==> src/rtl/wb_port_arbiter_pkg.sv <==
// rtl/wb_port_arbiter_pkg.sv - shared widths, state encoding and defaults for the writeback arbiter
package wb_port_arbiter_pkg;

  localparam int XLEN             = 32;
  localparam int REGNUM_W         = 5;
  localparam int STARVE_LIMIT_DEF = 4;

  typedef enum logic {
    NORMAL = 1'b0,
    B_PRIO = 1'b1
  } arb_state_t;

endpackage

==> src/rtl/wb_port_arbiter_if.sv <==
// rtl/wb_port_arbiter_if.sv - two writeback sources plus the regfile write port
interface wb_port_arbiter_if #(
  parameter int XLEN = wb_port_arbiter_pkg::XLEN
);
  import wb_port_arbiter_pkg::*;

  logic                a_valid_i;
  logic                a_ready_o;
  logic [REGNUM_W-1:0] a_rdnum_i;
  logic [XLEN-1:0]     a_rddata_i;
  logic                b_valid_i;
  logic                b_ready_o;
  logic [REGNUM_W-1:0] b_rdnum_i;
  logic [XLEN-1:0]     b_rddata_i;
  logic                rdvalid_o;
  logic [REGNUM_W-1:0] rdnum_o;
  logic [XLEN-1:0]     rddata_o;
  logic                b_prio_o;

  modport slave (
    input  a_valid_i, a_rdnum_i, a_rddata_i,
    input  b_valid_i, b_rdnum_i, b_rddata_i,
    output a_ready_o, b_ready_o,
    output rdvalid_o, rdnum_o, rddata_o, b_prio_o
  );

  modport master (
    output a_valid_i, a_rdnum_i, a_rddata_i,
    output b_valid_i, b_rdnum_i, b_rddata_i,
    input  a_ready_o, b_ready_o,
    input  rdvalid_o, rdnum_o, rddata_o, b_prio_o
  );

endinterface

==> src/rtl/wb_port_arbiter.sv <==
// rtl/wb_port_arbiter.sv - shares one regfile write port between the ALU pipe (A) and long-latency unit (B)
module wb_port_arbiter #(
  parameter int XLEN         = wb_port_arbiter_pkg::XLEN,
  parameter int STARVE_LIMIT = wb_port_arbiter_pkg::STARVE_LIMIT_DEF,
  parameter int CNT_W        = 3
) (
  input  logic              clk,
  input  logic              rst,
  wb_port_arbiter_if.slave  bus
);
  import wb_port_arbiter_pkg::*;

  localparam logic [CNT_W-1:0] LIMIT = CNT_W'(STARVE_LIMIT);

  arb_state_t          state;
  logic [CNT_W-1:0]    cnt;

  logic                a_x0, b_x0, a_req, b_req;
  logic                grant_a, grant_b;
  logic                b_loss;
  logic [REGNUM_W-1:0] wnum;
  logic [XLEN-1:0]     wdata;

  always_comb begin
    a_x0  = bus.a_valid_i && (bus.a_rdnum_i == '0);
    b_x0  = bus.b_valid_i && (bus.b_rdnum_i == '0);
    a_req = bus.a_valid_i && (bus.a_rdnum_i != '0);
    b_req = bus.b_valid_i && (bus.b_rdnum_i != '0);

    // B is the older instruction, so a same-rd collision must let B write first.
    grant_b = b_req && (!a_req || (bus.a_rdnum_i == bus.b_rdnum_i) || (state == B_PRIO));
    grant_a = a_req && !grant_b;
    b_loss  = b_req && !grant_b;

    bus.a_ready_o = rst && (a_x0 || grant_a);
    bus.b_ready_o = rst && (b_x0 || grant_b);

    wnum  = '0;
    wdata = '0;
    if (grant_b) begin
      wnum  = bus.b_rdnum_i;
      wdata = bus.b_rddata_i;
    end else if (grant_a) begin
      wnum  = bus.a_rdnum_i;
      wdata = bus.a_rddata_i;
    end
  end

  always_ff @(posedge clk) begin
    if (!rst) begin
      state        <= NORMAL;
      cnt          <= '0;
      bus.rdvalid_o <= 1'b0;
      bus.rdnum_o   <= '0;
      bus.rddata_o  <= '0;
      bus.b_prio_o  <= 1'b0;
    end else begin
      bus.rdvalid_o <= grant_a || grant_b;
      bus.rdnum_o   <= wnum;
      bus.rddata_o  <= wdata;

      if (b_loss)
        cnt <= (cnt == LIMIT) ? cnt : cnt + 1'b1;
      else
        cnt <= '0;

      case (state)
        NORMAL: begin
          if (b_loss && (cnt + 1'b1 == LIMIT)) begin
            state        <= B_PRIO;
            bus.b_prio_o <= 1'b1;
          end
        end
        B_PRIO: begin
          // A dropped b_valid_i here is a protocol slip; fall back quietly.
          if (grant_b || !bus.b_valid_i || b_x0) begin
            state        <= NORMAL;
            bus.b_prio_o <= 1'b0;
            cnt          <= '0;
          end
        end
        default: begin
          state        <= NORMAL;
          bus.b_prio_o <= 1'b0;
        end
      endcase
    end
  end

endmodule
==> src/flat_wrapper.sv <==
// flat-port wrapper written by rule: the top's interface ports become plain ports
module wb_port_arbiter_flat import wb_port_arbiter_pkg::*;
#(
  parameter int XLEN         = wb_port_arbiter_pkg::XLEN,
  parameter int STARVE_LIMIT = wb_port_arbiter_pkg::STARVE_LIMIT_DEF,
  parameter int CNT_W        = 3
)
  (clk, rst, bus_a_valid_i, bus_a_rdnum_i, bus_a_rddata_i, bus_b_valid_i, bus_b_rdnum_i, bus_b_rddata_i, bus_a_ready_o, bus_b_ready_o, bus_rdvalid_o, bus_rdnum_o, bus_rddata_o, bus_b_prio_o);
  wb_port_arbiter_if #(.XLEN(XLEN)) bus_i ();
  input  logic clk;
  input  logic rst;
  input wire logic [$bits(bus_i.a_valid_i)-1:0] bus_a_valid_i;
  input wire logic [$bits(bus_i.a_rdnum_i)-1:0] bus_a_rdnum_i;
  input wire logic [$bits(bus_i.a_rddata_i)-1:0] bus_a_rddata_i;
  input wire logic [$bits(bus_i.b_valid_i)-1:0] bus_b_valid_i;
  input wire logic [$bits(bus_i.b_rdnum_i)-1:0] bus_b_rdnum_i;
  input wire logic [$bits(bus_i.b_rddata_i)-1:0] bus_b_rddata_i;
  output wire logic [$bits(bus_i.a_ready_o)-1:0] bus_a_ready_o;
  output wire logic [$bits(bus_i.b_ready_o)-1:0] bus_b_ready_o;
  output wire logic [$bits(bus_i.rdvalid_o)-1:0] bus_rdvalid_o;
  output wire logic [$bits(bus_i.rdnum_o)-1:0] bus_rdnum_o;
  output wire logic [$bits(bus_i.rddata_o)-1:0] bus_rddata_o;
  output wire logic [$bits(bus_i.b_prio_o)-1:0] bus_b_prio_o;
  assign bus_i.a_valid_i = bus_a_valid_i;
  assign bus_i.a_rdnum_i = bus_a_rdnum_i;
  assign bus_i.a_rddata_i = bus_a_rddata_i;
  assign bus_i.b_valid_i = bus_b_valid_i;
  assign bus_i.b_rdnum_i = bus_b_rdnum_i;
  assign bus_i.b_rddata_i = bus_b_rddata_i;
  assign bus_a_ready_o = bus_i.a_ready_o;
  assign bus_b_ready_o = bus_i.b_ready_o;
  assign bus_rdvalid_o = bus_i.rdvalid_o;
  assign bus_rdnum_o = bus_i.rdnum_o;
  assign bus_rddata_o = bus_i.rddata_o;
  assign bus_b_prio_o = bus_i.b_prio_o;
  wb_port_arbiter #(.XLEN(XLEN), .STARVE_LIMIT(STARVE_LIMIT), .CNT_W(CNT_W)) u_core (.clk(clk), .rst(rst), .bus(bus_i));
endmodule
==> config.mk <==
export PLATFORM = sky130hd
export DESIGN_NAME = wb_port_arbiter_flat
export DESIGN_NICKNAME = d
export VERILOG_FILES = /design/src/rtl/wb_port_arbiter_pkg.sv /design/src/rtl/wb_port_arbiter_if.sv /design/src/rtl/wb_port_arbiter.sv /design/src/flat_wrapper.sv
export SDC_FILE = /design/constraint.sdc
export NUM_CORES = 1
export LEC_CHECK = 0
export CAP_MARGIN = 20
export CORE_MARGIN = 4
export CORE_UTILIZATION = 33
export CTS_CLUSTER_SIZE = 30
export DETAILED_ROUTE_END_ITERATION = 10
export PLACE_DENSITY_LB_ADDON = 0.08
export SYNTH_ARGS = -nofsm -noshare
export SYNTH_HDL_FRONTEND = slang
export SYNTH_SLANG_ARGS = --single-unit
export TNS_END_PERCENT = 10
==> constraint.sdc <==
create_clock -name clk -period 2.4 [get_ports clk]
set_input_delay 0.72 -clock clk [delete_from_list [all_inputs] [get_ports clk]]
set_output_delay 0.72 -clock clk [all_outputs]
set_load 0.02 [all_outputs]
## Word level (Yosys, flattened, before mapping)

Index checks and enable logic that the tools add are counted.

| storage, ports and cells | value |
|---|---|
| register bits | 43 |
| latch bits | 0 |
| memory bits (writable) | 0 |
| memory bits (read-only) | 0 |
| output and inout port bits | 41 |
| memories | 0 |

| operators by class | value |
|---|---|
| add/sub/neg operators | 1 |
| $mul | 0 |
| divide/modulo/power cells | 0 |
| $lt $le $gt $ge | 0 |
| eq/ne operators | 5 |
| shift operators | 0 |
| multiplexer cells | 14 |
| bitwise operators | 1 |
| reductions and logical operators | 25 |

Operator list:

| operator | number |
|---|---|
| two-way mux 32 bit | 2 |
| two-way mux 3 bit | 4 |
| logical AND 1 bit | 10 |
| zero test 5 bit | 2 |
| two-way mux 5 bit | 2 |
| nonzero test 5 bit | 2 |
| logical OR 1 bit | 7 |
| == test 3 bit (second input constant) | 2 |
| == test 5 bit | 1 |
| two-way mux 1 bit | 4 |
| one-hot mux 1 bit (2 select lines) | 2 |
| adder 3 x 1 -> 3 bit (second input constant) | 1 |
| zero test 1 bit | 3 |
| != test 2 x 1 -> 1 bit (second input constant) | 1 |
| != test 2 bit (second input constant) | 1 |
| AND reduction 2 bit | 1 |
| NOT 1 bit | 1 |

## Depth between registers and ports, before layout

Gate-level depths: netlist of run 1.

| logic depth | value |
|---|---|
| depth after elaboration | 11 |
| gate-level depth with buffers | 7 |
| depth with buffers taken out | 5 |

## Least setup slack after synthesis of run 1

OpenSTA, ideal clock, no wires.

| timing path | value |
|---|---|
| path kind | input port to output port |
| from | input bus_a_rdnum_i[1] |
| to | output bus_b_ready_o |
| arrival time | 1.784 ns |
| data required time | 1.680 ns |
| setup slack | -0.104 ns |
| stages | 4 |
| path buffers | 0 |
| cell sequence | xor2_1 nor4_2 a211oi_1 a21oi_1 |

| on the way | value |
|---|---|
| cells in the longest elaborated chain, start to end | 8 |
| elaborated cells between the ends (all ways) | 9 |
| classes of those cells | 1 x eq/ne; 8 x reduce/logical |

RTL lines:

| item | line | source |
|---|---|---|
| start: declaration | flat_wrapper.sv:13 | `input wire logic [$bits(bus_i.a_rdnum_i)-1:0] bus_a_rdnum_i;` |
| nonzero test 5 bit | wb_port_arbiter.sv:27 | `a_req = bus.a_valid_i && (bus.a_rdnum_i != '0);` |
| logical AND 1 bit | wb_port_arbiter.sv:27 |  |
| zero test 1 bit | wb_port_arbiter.sv:31 | `grant_b = b_req && (!a_req \|\| (bus.a_rdnum_i == bus.b_rdnum_i) \|\| (state == B_PRIO));` |
| logical OR 1 bit * (2 in series) | wb_port_arbiter.sv:31 |  |
| logical AND 1 bit * | wb_port_arbiter.sv:31 |  |
| logical OR 1 bit * | wb_port_arbiter.sv:36 | `bus.b_ready_o = rst && (b_x0 \|\| grant_b);` |
| logical AND 1 bit * | wb_port_arbiter.sv:36 |  |
| end: declaration | flat_wrapper.sv:19 | `output wire logic [$bits(bus_i.b_ready_o)-1:0] bus_b_ready_o;` |

Mark *: on every way between the ends. The rest lies on a longest branch, timed or not.

## Final worst setup path of run 1

| timing path | value |
|---|---|
| from | input bus_a_rdnum_i[4] |
| to | output bus_a_ready_o |

| on the way | value |
|---|---|
| cells in the longest elaborated chain, start to end | 10 |
| elaborated cells between the ends (all ways) | 13 |
| classes of those cells | 1 x eq/ne; 12 x reduce/logical |

RTL lines:

| item | line | source |
|---|---|---|
| nonzero test 5 bit | wb_port_arbiter.sv:27 |  |
| logical AND 1 bit | wb_port_arbiter.sv:27 |  |
| zero test 1 bit | wb_port_arbiter.sv:31 |  |
| logical OR 1 bit (2 in series) | wb_port_arbiter.sv:31 |  |
| logical AND 1 bit | wb_port_arbiter.sv:31 |  |
| zero test 1 bit | wb_port_arbiter.sv:32 | `grant_a = a_req && !grant_b;` |
| logical AND 1 bit | wb_port_arbiter.sv:32 |  |
| logical OR 1 bit * | wb_port_arbiter.sv:35 | `bus.a_ready_o = rst && (a_x0 \|\| grant_a);` |
| logical AND 1 bit * | wb_port_arbiter.sv:35 |  |
| end: declaration | flat_wrapper.sv:18 | `output wire logic [$bits(bus_i.a_ready_o)-1:0] bus_a_ready_o;` |

Marked as above.

==> metrics.csv, run 1 <==
stage,metric,value,unit
global_routing,antenna_found_initial,0,
logic_synthesis,synth_top_area_cell,dfxtp_1,
clock_tree,cts_tree,done,
logic_synthesis,synth-simple-area-share,7.115,%
clock_tree,cts_hold_buf,0,
logic_synthesis,synthXorXnorAreaFrac,3.874,%
drt,via_count,1688,
drt,wl_per_cell,16.02,µm
pwr,max-vdd-ir-drop,349.3,µV
logic_synthesis,synth_top_area_share,54.39,%
drt,vias_per_cell,4.950,
global_routing,grt_pass1_vias,1691,
floorplan,row_count,24,
clock_tree,cts_made_buffers,5,
final_layout,seqCellArea,860.8,µm²
logic_synthesis,syn_area,1583,µm²
placement,routabilityCongestion,0.8585,
logic_synthesis,synth-seq-cells,43,
run_status,violations,setup timing,
logic_synthesis,yosys_warnings,0,
clock_tree,clkTransAtPathRegs,0.07,ns
logic_synthesis,synthDistinctLibCells,31,
clock_tree,clockBufferDepth,2,
sta,setup_ws,-0.1362,ns
floorplan,die_h,77.26,µm
global_routing,grt_max_degree,26,
floorplan,die-area,5968,µm²
floorplan,coreArea,4504,µm²
floorplan,die_w,77.26,µm
sta,relSlewSlack,78.91,%
logic_synthesis,muxShareOfSynthArea,0,%
setup_path,required,1.68,ns
final_layout,mostFrequentLayoutCell,clkdlybuf4s50_1,
logic_synthesis,synth_area_leaders,"dfxtp_1 (54%), a22o_1 (18%), a32o_1 (3.2%)",
pwr,total_power,1.758,mW
final_layout,drive_gt1_share,23.53,%
drt,antenna_left,0,
drt,wl_met3,553,µm
sta,hold_slack,0.5052,ns
clock_tree,root_buffer,clkbuf_8,
setup_path,cp_max_fo,3,
sta,finalCritPeriodShare,105.7,%
placement,io_buffers,118,
sta,skew,0.003151,ns
final_layout,fill_cells,326,
drt,routed_wl,5.462,mm
drt,dr_wl_met2,2.792,mm
logic_synthesis,synth_top_family_by_area,compound AO/OA/AOI/OAI gates,
setup_path,cp-end-kind,primary output,
sta,finalHoldViolations,0,
logic_synthesis,ys_seq_area_share,54.39,%
sta,setup_viol,2,
placement,dp_cells,324,
logic_synthesis,avgSynthCellArea,11.55,µm²
placement,postPlaceCellArea,3002,µm²
final_layout,final_util,73.53,%
final_layout,instances_no_fill,341,
hold_path,hold_path.class,reg -> reg,
sta,fmax,0.3943,GHz
final_layout,diodes,0,
logic_synthesis,synthAdderAreaFrac,2.372,%
clock_tree,clock-sinks,43,
placement,dp_hpwl,4.122,mm
pwr,p_leak,1.364,nW
final_layout,multiInputGateArea,777.0,µm²
global_routing,grt_usage,17.84,%
sta,min_period,2.536,ns
floorplan,initial_core_util,35.14,%
drt,top_layer_used,met4,
drt,drtPass1Iterations,4,
sta,slew_viol_final,0,
logic_synthesis,synth_compound_area_share,27.51,%
clock_tree,insertion_delay,0.28,ns
run_status,outcome,"complete, but fails checks",
drt,drc_errors,0,
global_routing,overflow,0,
sta,tightestPinTransition,0.3139,ns
setup_path,crit_type,in -> out,
drt,routedLengthMet1,2.083,mm
logic_synthesis,synth.net_count,218,
setup_path,start_kind,input port,
final_layout,final_area,3312,µm²
sta,rsz0062_at_grt,yes,
pwr,p_per_area,530.9,nW/µm²
final_layout,final_nets,370,
final_layout,final_cell_mix,"clkdlybuf4s50_1 (104), dfxtp_1 (43), a22o_1 (32), buf_4 (32), nand2_1 (7)",
drt,drt_iter0_drc,54,
final_layout,area_growth,109.2,%
floorplan,ios,119,
global_routing,grt_pass1_wl,8.438,mm
clock_tree,htreeDepth,2,
job,maxCapViolCount,0,
logic_synthesis,netlist_instances,137,
setup_path,crit_arrival,1.82,ns
## routing by layer
| layer | vias to the layer above | track usage, % |
|---|---|---|
| met5 | - | 0 |
| met4 | 0 | 4.093 |
| met3 | 5 | 7.143 |
| met2 | 79 | 31.61 |
| met1 | 782 | 19.93 |
| li1 | 822 | - |
## worst max-delay path, stage by stage
cell and delay (ns):
buf_8 0.11, xor2_4 0.18, nor4_4 0.31, a211oi_2 0.14, o21a_2 0.23, buf_6 0.13
## what timing repair did
action / 4_1_cts / 5_1_grt
gates cloned: 2 / 0
setup endpoints to repair: 34 / 36
buffers inserted: 8 / 2
pin swaps: 9 / 7
resized for setup: 65 / 13
## synthesized netlist by cell type
| master | instances |
|---|---|
| dfxtp_1 | 43 |
| a22o_1 | 32 |
| nand2_1 | 7 |
| a32o_1 | 5 |
| xor2_1 | 5 |
| inv_1 | 4 |
| nor3_1 | 4 |
| a21oi_1 | 3 |
| buf_2 | 3 |
| buf_6 | 3 |
| ha_1 | 3 |
| nand3b_1 | 2 |
| nor2_1 | 2 |
| o21a_1 | 2 |
| o41ai_1 | 2 |
| xnor2_1 | 2 |
| a211oi_1 | 1 |
| a21boi_0 | 1 |
| a21oi_2 | 1 |
| and2_1 | 1 |
| and3_1 | 1 |
| buf_1 | 1 |
| buf_4 | 1 |
| nor4_1 | 1 |
| nor4_2 | 1 |
| o21ai_0 | 1 |
| o311a_1 | 1 |
| o31ai_1 | 1 |
| o41a_1 | 1 |
| or2_2 | 1 |
| or3_1 | 1 |
## through the flow
stage,TNS [ns],setup slack [ns]
after CTS,-0.7652,-0.1589
after global routing,-0.3045,-0.1738
after floorplan,-0.02125,-0.01138
after detailed placement,-16.22,-1.002
after global placement,-15.32,-0.9700
final,-0.2012,-0.1362
## final cells by class
class                      count  area share, %
sequential                    43          25.99
timing repair buffer         153          45.03
multi-input combinational     82          23.46
clock inverter                 1         0.9067
tap                           52          1.964
inverter                       4         0.4533
clock buffer                   6          2.191
## power by group
| group | switching [mW] | internal, mW |
|---|---|---|
| logic | 0.180 | 0.279 |
| registers | 0.0104 | 0.756 |
| clock network | 0.227 | 0.305 |
| total | 0.417 | 1.34 |
## kinds of logic (layout without fill, tap and decap cells)
family	after synthesis	in the layout
AOI/OAI and AO/OA	51	51
DFF	43	43
and+or+nand+nor	21	21
buffers and inverters	12	164
xor gates and xnor gates	7	7
adders and majority gates	3	3
## state kept, by name, summed over array words and instances, names as in the netlist
signal / count
u_core.bus.rddata_o: 32
u_core.bus.rdnum_o: 5
u_core.cnt: 3
u_core.bus.b_prio_o: 1
u_core.bus.rdvalid_o: 1
u_core.state: 1
## final timing paths
path / slack (ns) / startpoint / end / cells past startpoint
min: 0.51 / u_core.bus.b_prio_o / u_core.bus.b_prio_o / 2
max: -0.14 / bus_a_rdnum_i[4] / bus_a_ready_o / 6
max reg2reg: 0.86 / u_core.state / u_core.bus.rddata_o[19] / 7
min reg2reg: 0.51 / u_core.bus.b_prio_o / u_core.bus.b_prio_o / 2
Note: power is estimated with default switching activity, not from simulation.
==> inputs of run 2 (changes only) <==
--- a/config.mk
+++ b/config.mk
@@ -5,12 +5,14 @@
 export SDC_FILE = /design/constraint.sdc
 export NUM_CORES = 1
 export LEC_CHECK = 0
-export CAP_MARGIN = 20
+export ABC_CLOCK_PERIOD_IN_PS = 2400
+export CAP_MARGIN = 10
 export CORE_MARGIN = 4
 export CORE_UTILIZATION = 33
 export CTS_CLUSTER_SIZE = 30
 export DETAILED_ROUTE_END_ITERATION = 10
 export PLACE_DENSITY_LB_ADDON = 0.08
+export SLEW_MARGIN = 20
 export SYNTH_ARGS = -nofsm -noshare
 export SYNTH_HDL_FRONTEND = slang
 export SYNTH_SLANG_ARGS = --single-unit
==> results of run 2 <==
Same layout as run 1: the final DEF is identical, and so are final timing and power.
==> inputs of run 3 (changes only) <==
--- a/config.mk
+++ b/config.mk
@@ -11,6 +11,7 @@
 export CORE_UTILIZATION = 33
 export CTS_CLUSTER_SIZE = 30
 export DETAILED_ROUTE_END_ITERATION = 10
+export GPL_TIMING_DRIVEN = 1
 export PLACE_DENSITY_LB_ADDON = 0.08
 export SLEW_MARGIN = 20
 export SYNTH_ARGS = -nofsm -noshare
==> results of run 3 <==
Same layout as run 1: the final DEF is identical, and so are final timing and power.
